<file path="config.mk">
export PLATFORM = sky130hd
export DESIGN_NAME = cache_assoc
export DESIGN_NICKNAME = d
export VERILOG_FILES = /design/src/rtl/cache_pkg.sv /design/src/rtl/cache_way.sv /design/src/rtl/cache_assoc.sv
export SDC_FILE = /design/constraint.sdc
export NUM_CORES = 1
export LEC_CHECK = 0
export CORE_MARGIN = 4
export CORE_UTILIZATION = 55
export CTS_CLUSTER_DIAMETER = 200
export CTS_CLUSTER_SIZE = 28
export DETAILED_ROUTE_END_ITERATION = 16
export GPL_TIMING_DRIVEN = 0
export PLACE_DENSITY = 0.74
export SYNTH_ARGS = -nofsm -noshare
export SYNTH_HDL_FRONTEND = slang
export SYNTH_SLANG_ARGS = --single-unit
</file>
<file path="constraint.sdc">
create_clock -name clk -period 7.5 [get_ports clk]
set_input_delay 0.75 -clock clk [delete_from_list [all_inputs] [get_ports clk]]
set_output_delay 0.75 -clock clk [all_outputs]
set_load 0.02 [all_outputs]
</file>
<file path="src/rtl/cache_pkg.sv">
// Shared types and width helpers for the associative byte cache.
package cache_pkg;

    localparam int unsigned BYTE_WIDTH = 8;

    typedef enum logic {
        FILL_IDLE = 1'b0,
        FILL_BUSY = 1'b1
    } fill_state_t;

    // Index width that never collapses to zero bits.
    function automatic int unsigned safe_clog2(input int unsigned n);
        return (n < 2) ? 1 : $clog2(n);
    endfunction

endpackage

</file>
<file path="src/rtl/cache_way.sv">
// One cache line: valid bit, tag, byte array, async read and tag compare.
module cache_way
    import cache_pkg::*;
#(
    parameter int unsigned TAG_WIDTH    = 13,
    parameter int unsigned OFFSET_WIDTH = 3
) (
    input  logic                    clk,
    input  logic                    rst,
    input  logic [TAG_WIDTH-1:0]    lookup_tag,
    input  logic [OFFSET_WIDTH-1:0] lookup_off,
    input  logic                    byte_we,
    input  logic [OFFSET_WIDTH-1:0] wr_off,
    input  logic [BYTE_WIDTH-1:0]   wr_data,
    input  logic                    tag_we,
    input  logic [TAG_WIDTH-1:0]    wr_tag,
    input  logic                    valid_set,
    input  logic                    valid_clr,
    output logic                    valid,
    output logic                    hit_c,
    output logic [BYTE_WIDTH-1:0]   rdata_c
);

    localparam int unsigned DEPTH = 1 << OFFSET_WIDTH;

    logic [TAG_WIDTH-1:0]  tag;
    logic [BYTE_WIDTH-1:0] data [DEPTH];

    // Valid bit: reset and clear dominate set.
    always_ff @(posedge clk) begin
        if (rst) begin
            valid <= 1'b0;
        end else if (valid_clr) begin
            valid <= 1'b0;
        end else if (valid_set) begin
            valid <= 1'b1;
        end
    end

    // Tag and data storage carry no reset; valid gates their use.
    always_ff @(posedge clk) begin
        if (tag_we) begin
            tag <= wr_tag;
        end
        if (byte_we) begin
            data[wr_off] <= wr_data;
        end
    end

    assign hit_c   = valid && (tag == lookup_tag);
    assign rdata_c = data[lookup_off];

endmodule

</file>
<file path="src/rtl/cache_assoc.sv">
// Fully associative byte cache with line-fill sequencer and round-robin replacement.
module cache_assoc
    import cache_pkg::*;
#(
    parameter int unsigned ADDR_WIDTH = 16,
    parameter int unsigned BLOCK_SIZE = 8,
    parameter int unsigned WAYS       = 4
) (
    input  logic                  clk,
    input  logic                  rst,
    input  logic                  rd_req,
    input  logic                  wr_req,
    input  logic [ADDR_WIDTH-1:0] addr,
    input  logic [7:0]            wdata,
    input  logic                  flush,
    output logic                  hit,
    output logic [7:0]            rdata,
    output logic                  busy,
    output logic                  mem_req,
    output logic [ADDR_WIDTH-1:0] mem_addr,
    input  logic                  mem_ack,
    input  logic [7:0]            mem_rdata
);

    localparam int unsigned OFFSET_WIDTH = safe_clog2(BLOCK_SIZE);
    localparam int unsigned TAG_WIDTH    = ADDR_WIDTH - OFFSET_WIDTH;
    localparam int unsigned WAY_WIDTH    = safe_clog2(WAYS);

    logic [TAG_WIDTH-1:0]    req_tag;
    logic [OFFSET_WIDTH-1:0] req_off;

    fill_state_t             state, state_nxt;
    logic [TAG_WIDTH-1:0]    fill_tag, fill_tag_nxt;
    logic [OFFSET_WIDTH-1:0] fill_cnt, fill_cnt_nxt;
    logic [WAY_WIDTH-1:0]    victim, victim_nxt;
    logic                    victim_by_ptr, victim_by_ptr_nxt;
    logic [WAY_WIDTH-1:0]    victim_ptr, victim_ptr_nxt;
    logic                    mem_req_nxt;
    logic [ADDR_WIDTH-1:0]   mem_addr_nxt;

    logic [WAYS-1:0]         way_valid;
    logic [WAYS-1:0]         way_hit;
    logic [BYTE_WIDTH-1:0]   way_rdata [WAYS];
    logic [WAYS-1:0]         way_byte_we;
    logic [WAYS-1:0]         way_tag_we;
    logic [WAYS-1:0]         way_valid_set;
    logic [WAYS-1:0]         way_valid_clr;
    logic [OFFSET_WIDTH-1:0] wr_off;
    logic [BYTE_WIDTH-1:0]   wr_data;

    logic                    inv_found;
    logic [WAY_WIDTH-1:0]    inv_idx;

    assign req_tag = addr[ADDR_WIDTH-1:OFFSET_WIDTH];
    assign req_off = addr[OFFSET_WIDTH-1:0];
    assign busy    = (state == FILL_BUSY);

    for (genvar g = 0; g < WAYS; g++) begin : g_way
        cache_way #(
            .TAG_WIDTH   (TAG_WIDTH),
            .OFFSET_WIDTH(OFFSET_WIDTH)
        ) u_way (
            .clk       (clk),
            .rst       (rst),
            .lookup_tag(req_tag),
            .lookup_off(req_off),
            .byte_we   (way_byte_we[g]),
            .wr_off    (wr_off),
            .wr_data   (wr_data),
            .tag_we    (way_tag_we[g]),
            .wr_tag    (fill_tag),
            .valid_set (way_valid_set[g]),
            .valid_clr (way_valid_clr[g]),
            .valid     (way_valid[g]),
            .hit_c     (way_hit[g]),
            .rdata_c   (way_rdata[g])
        );
    end

    // Lookup result: at most one way matches, so an AND-OR mux suffices.
    always_comb begin
        rdata = '0;
        for (int unsigned i = 0; i < WAYS; i++) begin
            rdata = rdata | (way_rdata[i] & {BYTE_WIDTH{way_hit[i]}});
        end
    end

    assign hit = |way_hit;

    // Lowest-index invalid way, preferred over the round-robin pointer.
    always_comb begin
        inv_found = 1'b0;
        inv_idx   = '0;
        for (int unsigned i = 0; i < WAYS; i++) begin
            if (!way_valid[i] && !inv_found) begin
                inv_found = 1'b1;
                inv_idx   = WAY_WIDTH'(i);
            end
        end
    end

    // Next-state, fill sequencing and way write controls.
    always_comb begin
        state_nxt         = state;
        fill_tag_nxt      = fill_tag;
        fill_cnt_nxt      = fill_cnt;
        victim_nxt        = victim;
        victim_by_ptr_nxt = victim_by_ptr;
        victim_ptr_nxt    = victim_ptr;
        mem_req_nxt       = mem_req;
        mem_addr_nxt      = mem_addr;
        way_byte_we       = '0;
        way_tag_we        = '0;
        way_valid_set     = '0;
        way_valid_clr     = '0;
        wr_off            = req_off;
        wr_data           = wdata;

        case (state)
            FILL_IDLE: begin
                if (flush) begin
                    way_valid_clr = '1;
                end else if (rd_req) begin
                    if (!hit) begin
                        fill_tag_nxt      = req_tag;
                        victim_nxt        = inv_found ? inv_idx : victim_ptr;
                        victim_by_ptr_nxt = !inv_found;
                        way_valid_clr[victim_nxt] = 1'b1;
                        fill_cnt_nxt      = '0;
                        mem_req_nxt       = 1'b1;
                        mem_addr_nxt      = {req_tag, {OFFSET_WIDTH{1'b0}}};
                        state_nxt         = FILL_BUSY;
                    end
                end else if (wr_req && hit) begin
                    way_byte_we = way_hit;
                end
            end
            FILL_BUSY: begin
                wr_off  = fill_cnt;
                wr_data = mem_rdata;
                if (flush) begin
                    way_valid_clr = '1;
                    mem_req_nxt   = 1'b0;
                    state_nxt     = FILL_IDLE;
                end else if (mem_ack) begin
                    way_byte_we[victim] = 1'b1;
                    fill_cnt_nxt        = fill_cnt + OFFSET_WIDTH'(1);
                    mem_addr_nxt        = {fill_tag, fill_cnt_nxt};
                    if (fill_cnt == OFFSET_WIDTH'(BLOCK_SIZE - 1)) begin
                        way_tag_we[victim]    = 1'b1;
                        way_valid_set[victim] = 1'b1;
                        mem_req_nxt           = 1'b0;
                        state_nxt             = FILL_IDLE;
                        if (victim_by_ptr) begin
                            victim_ptr_nxt = victim_ptr + WAY_WIDTH'(1);
                        end
                    end
                end
            end
            default: begin
                state_nxt = FILL_IDLE;
            end
        endcase
    end

    // Sequencer state and registered memory port.
    always_ff @(posedge clk) begin
        if (rst) begin
            state         <= FILL_IDLE;
            fill_tag      <= '0;
            fill_cnt      <= '0;
            victim        <= '0;
            victim_by_ptr <= 1'b0;
            victim_ptr    <= '0;
            mem_req       <= 1'b0;
            mem_addr      <= '0;
        end else begin
            state         <= state_nxt;
            fill_tag      <= fill_tag_nxt;
            fill_cnt      <= fill_cnt_nxt;
            victim        <= victim_nxt;
            victim_by_ptr <= victim_by_ptr_nxt;
            victim_ptr    <= victim_ptr_nxt;
            mem_req       <= mem_req_nxt;
            mem_addr      <= mem_addr_nxt;
        end
    end

endmodule

</file>
* Word-level counts from Yosys, hierarchy flattened
Memory sizes are Yosys's and may differ from the RTL's.
Index checks and enable logic that the tools add are counted.
** Word-level totals
- Bits in registers :: 95
- RAM bits :: 256
- Bits of input ports :: 38
- Output and inout port bits :: 27
- Memories :: 4
** Cells by class
- Add/subtract/negate cells :: 2
- $lt $le $gt $ge :: 4
- Equal/unequal tests :: 12
- Mux-type cells :: 63
- Bitwise gates (word level) :: 10
- Reductions and logical operators :: 25
** Memories
- g_way[0].u_way.data :: depth 8, width 8, read ports 1, clocked after Yosys merged registers in 0, write ports 1, RTL line cache_way.sv:27 : logic [BYTE_WIDTH-1:0] data [DEPTH];
- g_way[1].u_way.data :: depth 8, width 8, read ports 1, clocked after Yosys merged registers in 0, write ports 1, RTL line cache_way.sv:27
- g_way[2].u_way.data :: depth 8, width 8, read ports 1, clocked after Yosys merged registers in 0, write ports 1, RTL line cache_way.sv:27
- g_way[3].u_way.data :: depth 8, width 8, read ports 1, clocked after Yosys merged registers in 0, write ports 1, RTL line cache_way.sv:27
** Operators by type and width (number)
- 16-bit two-way mux :: 5
- 13-bit equality test :: 4
- 4-bit two-way mux :: 13
- 8-bit AND :: 4
- 16-bit case mux with 2 select lines :: 1
- 1-bit two-way mux :: 27
- 8-bit bitwise OR :: 3
- 3-bit two-way mux :: 6
- 4-bit case mux with 2 select lines :: 2
- 5-bit AND reduction :: 3
- 1-bit logical AND :: 10
- 2-bit != test (second input constant) :: 5
- 8-bit two-way mux :: 1
- 2-bit OR reduction :: 4
- 1-bit logical NOT :: 6
- 2-bit by 3-bit < comparator with 1-bit output (second input constant) :: 2
- 2-bit two-way mux :: 3
- 3-bit case mux with 2 select lines :: 1
- 1-bit demux with 2-bit select :: 2
- 2-bit by 1-bit greater-or-equal comparator with 1-bit output (second input constant) :: 2
- 1-bit case mux with 2 select lines :: 2
- 4-bit AND reduction :: 1
- 4-bit OR reduction :: 1
- 3-bit by 1-bit adder with 3-bit output (second input constant) :: 1
- 5 further kinds :: 7

* Depth between registers and ports, before layout
- Depth in word-level cells :: 19
- Mapped depth :: 11

* Modules after synthesis
From an unflattened synthesis, not the netlist that was laid out.
** Unflattened totals
- Cells, all modules :: 800
- Area, all modules :: 14443.9 sq um
** Modules (own cells, without submodules)
- cache_way :: times used 4, cells each 140, area each 3093.0 sq um
- cache_assoc :: times used 1, cells each 240, area each 2072.0 sq um

* Worst setup path before layout
No wires, ideal clock.
- Path kind :: input -> output
- From :: in addr[0]
- To :: out rdata[0]
- Arrival :: 2412 ps
- Slack :: 4338 ps
- Stages on the path :: 6
- Path buffers :: 3
- Cells stage by stage :: clkbuf_1 buf_2 buf_2 mux4_2 mux2i_1 o221ai_1
** Between the ends
- Word-level cells in the longest chain between the ends :: 5
** RTL lines
- from (decl) :: RTL line cache_assoc.sv:13 : input logic [ADDR_WIDTH-1:0] addr,
- memory read 8 x 8 bit
- 8-bit AND :: RTL line cache_assoc.sv:84 : rdata = rdata | (way_rdata[i] & {BYTE_WIDTH{way_hit[i]}});
- 8-bit bitwise OR (2 in series) :: RTL line cache_assoc.sv:84
- 8-bit bitwise OR * :: RTL line cache_assoc.sv:84
- to (decl) :: RTL line cache_assoc.sv:17 : output logic [7:0] rdata,
Every way passes the cells marked *; elsewhere a longest branch is shown, timed or not.

* Final worst setup path
- From :: in addr[1]
- To :: out rdata[3]
The elaborated chain is that of the path after synthesis.

==> flow_summary_export.csv <==
group,metric,value,unit
outcome,outcome,"completed",
power_and_ir_drop,ir_worst_vdd,247,uV
power_and_ir_drop,p_per_area,215,nW/um2
setup_path,cp_max_fo,10,
finish,layout_commonest_cell,"edfxtp_1",
finish,drive_above_1_share,16.9,%
global_routing,grt_pass1_wl,48.1,mm
timing,finalCritPeriodShare,58.8,%
clocking,cts_max_level,1,
run,drv_cap,0,
setup_path,arrival,3.66,ns
global_routing,grt_antenna_before_repair,0,
setup_path,crit_family,"buffers and inverters",
placement,routabilityCongestion,0.867,
clocking,clk_latency,0.52,ns
yosys,yosys-top-cells-area,"edfxtp_1, mux4_2, dfxtp_1, mux2i_1, xnor2_1",
global_routing,grt_max_degree,33,
die,dieArea,28500,um2
timing,rsz0062_at_grt,"no",
clocking,cts_buffers,16,
timing,finalCriticalPeriod,4.41,ns
routing,avgViaCountPerCell,6.23,
routing,post_drt_wl_per_cell,26.5,um
timing,fin_skew,0.0220,ns
finish,fin_cells,1198,
yosys,synthCells,797,
setup_path,cp_num_buf_inv,4,
die,initial_core_util,56.2,%
yosys,avgSynthCellArea,17.9,um2
setup_path,cpPeakStageDelay,0.66,ns
power_and_ir_drop,p_leak,4.84,nW
min_path,min_path_type,"input pin to register",
clocking,numClockSinks,348,
finish,design_area,15600,um2
timing,finalSetupViolCount,0,
die,die_w,169,um
finish,final_nets,904,
placement,postPlaceCellArea,15100,um2
timing,finalMaxSlewViolations,0,
clocking,root_buffer,"clkbuf_16",
setup_path,crit_required,6.75,ns
yosys,ys_ff_latch,348,
routing,vias,7464,
setup_path,cp-start-kind,"input pin",
global_routing,grt.total_usage,22.6,%
timing,fmax,227,MHz
power_and_ir_drop,power,3.35,mW
timing,worst_slack,3.09,ns
finish,area_delta_synth_final,9.59,%
die,io_pins,65,
setup_path,cpMostUsedCell,"clkbuf_1",
setup_path,critical_path_class,"input pin to output pin",
clocking,cts_buffer_depth,3,
placement,dp_hpwl,21.0,mm
timing,worst_pin_slew,1.04,ns
clocking,cts_tree,"built",
finish,final_core_util,61.6,%
setup_path,crit_path_end_kind,"output pin",
clocking,path_clk_slew,0.11,ns
timing,finalHoldViolCount,0,
routing,drtIter0Drc,906,
placement,dp_slack,3.09,ns
timing,fin_hold_ws,0.508,ns
timing,tns,0,ns
routing,finalWirelength,31.7,mm
yosys,yosysSeqAreaShare,70.6,%
yosys,yosys.area.top_type,"edfxtp_1",
finish,diodes,0,
timing,slew_headroom,31.0,%
setup_path,critPathSlowestCell,"clkbuf_1",
die,core,25300,um2
placement,dp.cells,1176,
yosys,syn_area,14200,um2
clocking,cts_setup_buffers,0,
global_routing,grt_overflow,0,
die,die_y,169,um
placement,port-buffer-count,48,
routing,firstDrtPassIters,5,
routing,antenna_left,0,
die,core.rowCount,58,
clocking,ctsResizeCount,0,
yosys,synthesis.nets,837,
yosys,synth_warnings,0,
global_routing,grt_pass1_vias,7484,
clocking,holdBufCountCts,0,
setup_path,path_cells,"clkbuf_1 -> buf_1 -> clkbuf_1 -> mux4_2 -> mux2i_1 -> o221ai_1 -> clkdlybuf4s50_1",
routing,drcViolationCount,0,
yosys,ys_types,48,
finish,layout_common_cells,"edfxtp_1, mux4_2, clkdlybuf4s50_1, mux2i_1",
yosys,yosysTopAreaCellShare,65.0,%
-- worst min-delay path, delay by kind of cell --
family,cells,cell delay [ns]
AOI/OAI and AO/OA,1,0.05
buffers and inverters,1,0.12
and+or+nand+nor,1,0.06
-- sequential cells by signal, summed over array words and instances, names as in the netlist --
register	flops
victim	2
g_way.u_way.valid	4
victim_by_ptr	1
mem_req	1
fill_tag	13
busy	1
g_way.u_way.data	256
mem_addr	16
victim_ptr	2
g_way.u_way.tag	52
-- cells in the mapped netlist, drive strengths merged --
cell type,n
nor4,3
clkbuf,23
nand2,22
dfxtp,40
a22oi,1
a21oi,18
or3,1
o221a,4
mux2i,44
nor2b,2
or2,1
nand3,19
inv,4
ha,2
nand2b,4
o21ai,19
a32o,1
o32a,1
buf,35
edfxtp,308
o211ai,3
o31ai,2
mux4,64
a211oi,23
or4b,1
xor2,15
nand4,11
a31oi,2
and2,1
and4,1
nor2,43
xnor2,39
nor3,3
or4,4
nor3b,1
nand3b,2
mux2,9
a31o,2
o22a,11
o221ai,8
-- power breakdown --
| group | leakage (nW) | switching [mW] | internal [mW] |
|---|---|---|---|
| combinational | 1.47 | 0.139 | 0.0960 |
| clock | 0.216 | 0.576 | 0.405 |
| sequential | 3.15 | 0.00967 | 2.12 |
| total | 4.84 | 0.725 | 2.62 |
-- final cells by class --
type                    count  area, um2
plain buffers              58        364
clock buffers              20        415
clock inverters             2       32.5
fillers                  1813       9730
inverters                   4       20.0
multi-input cells         387       3810
flip-flops and latches    348      10000
well taps                 330        413
repair buffers             49        492
-- final timing paths --
| kind | from | end | slack, ns | depth (start not counted) |
|---|---|---|---|---|
| max reg2reg | g_way[3].u_way.tag[9] | g_way[3].u_way.data[5][7] | 4.27 | 5 |
| min | addr[3] | fill_tag[0] | 0.51 | 3 |
| min reg2reg | victim_by_ptr | victim_by_ptr | 0.52 | 2 |
| max | addr[1] | rdata[3] | 3.09 | 7 |
-- cell families after synthesis --
kind of cell	share of synthesized area, %
AO/OA/AOI/OAI	5.16
XOR/XNOR	3.38
adder cells (fa/ha/maj)	0.176
buffers and inverters	2.70
flip-flops	70.6
multiplexers	13.9
AND/OR/NAND/NOR	4.02
-- metal layers --
layer | GRT usage, % | up-vias | wire [um]
li1 | - | 3286 | -
met1 | 31.4 | 3807 | 12400
met2 | 38.3 | 311 | 16300
met3 | 3.32 | 60 | 2160
met4 | 5.43 | 0 | 825
met5 | 0 | - | 0
No activity file was read; power rests on OpenSTA's default activity.
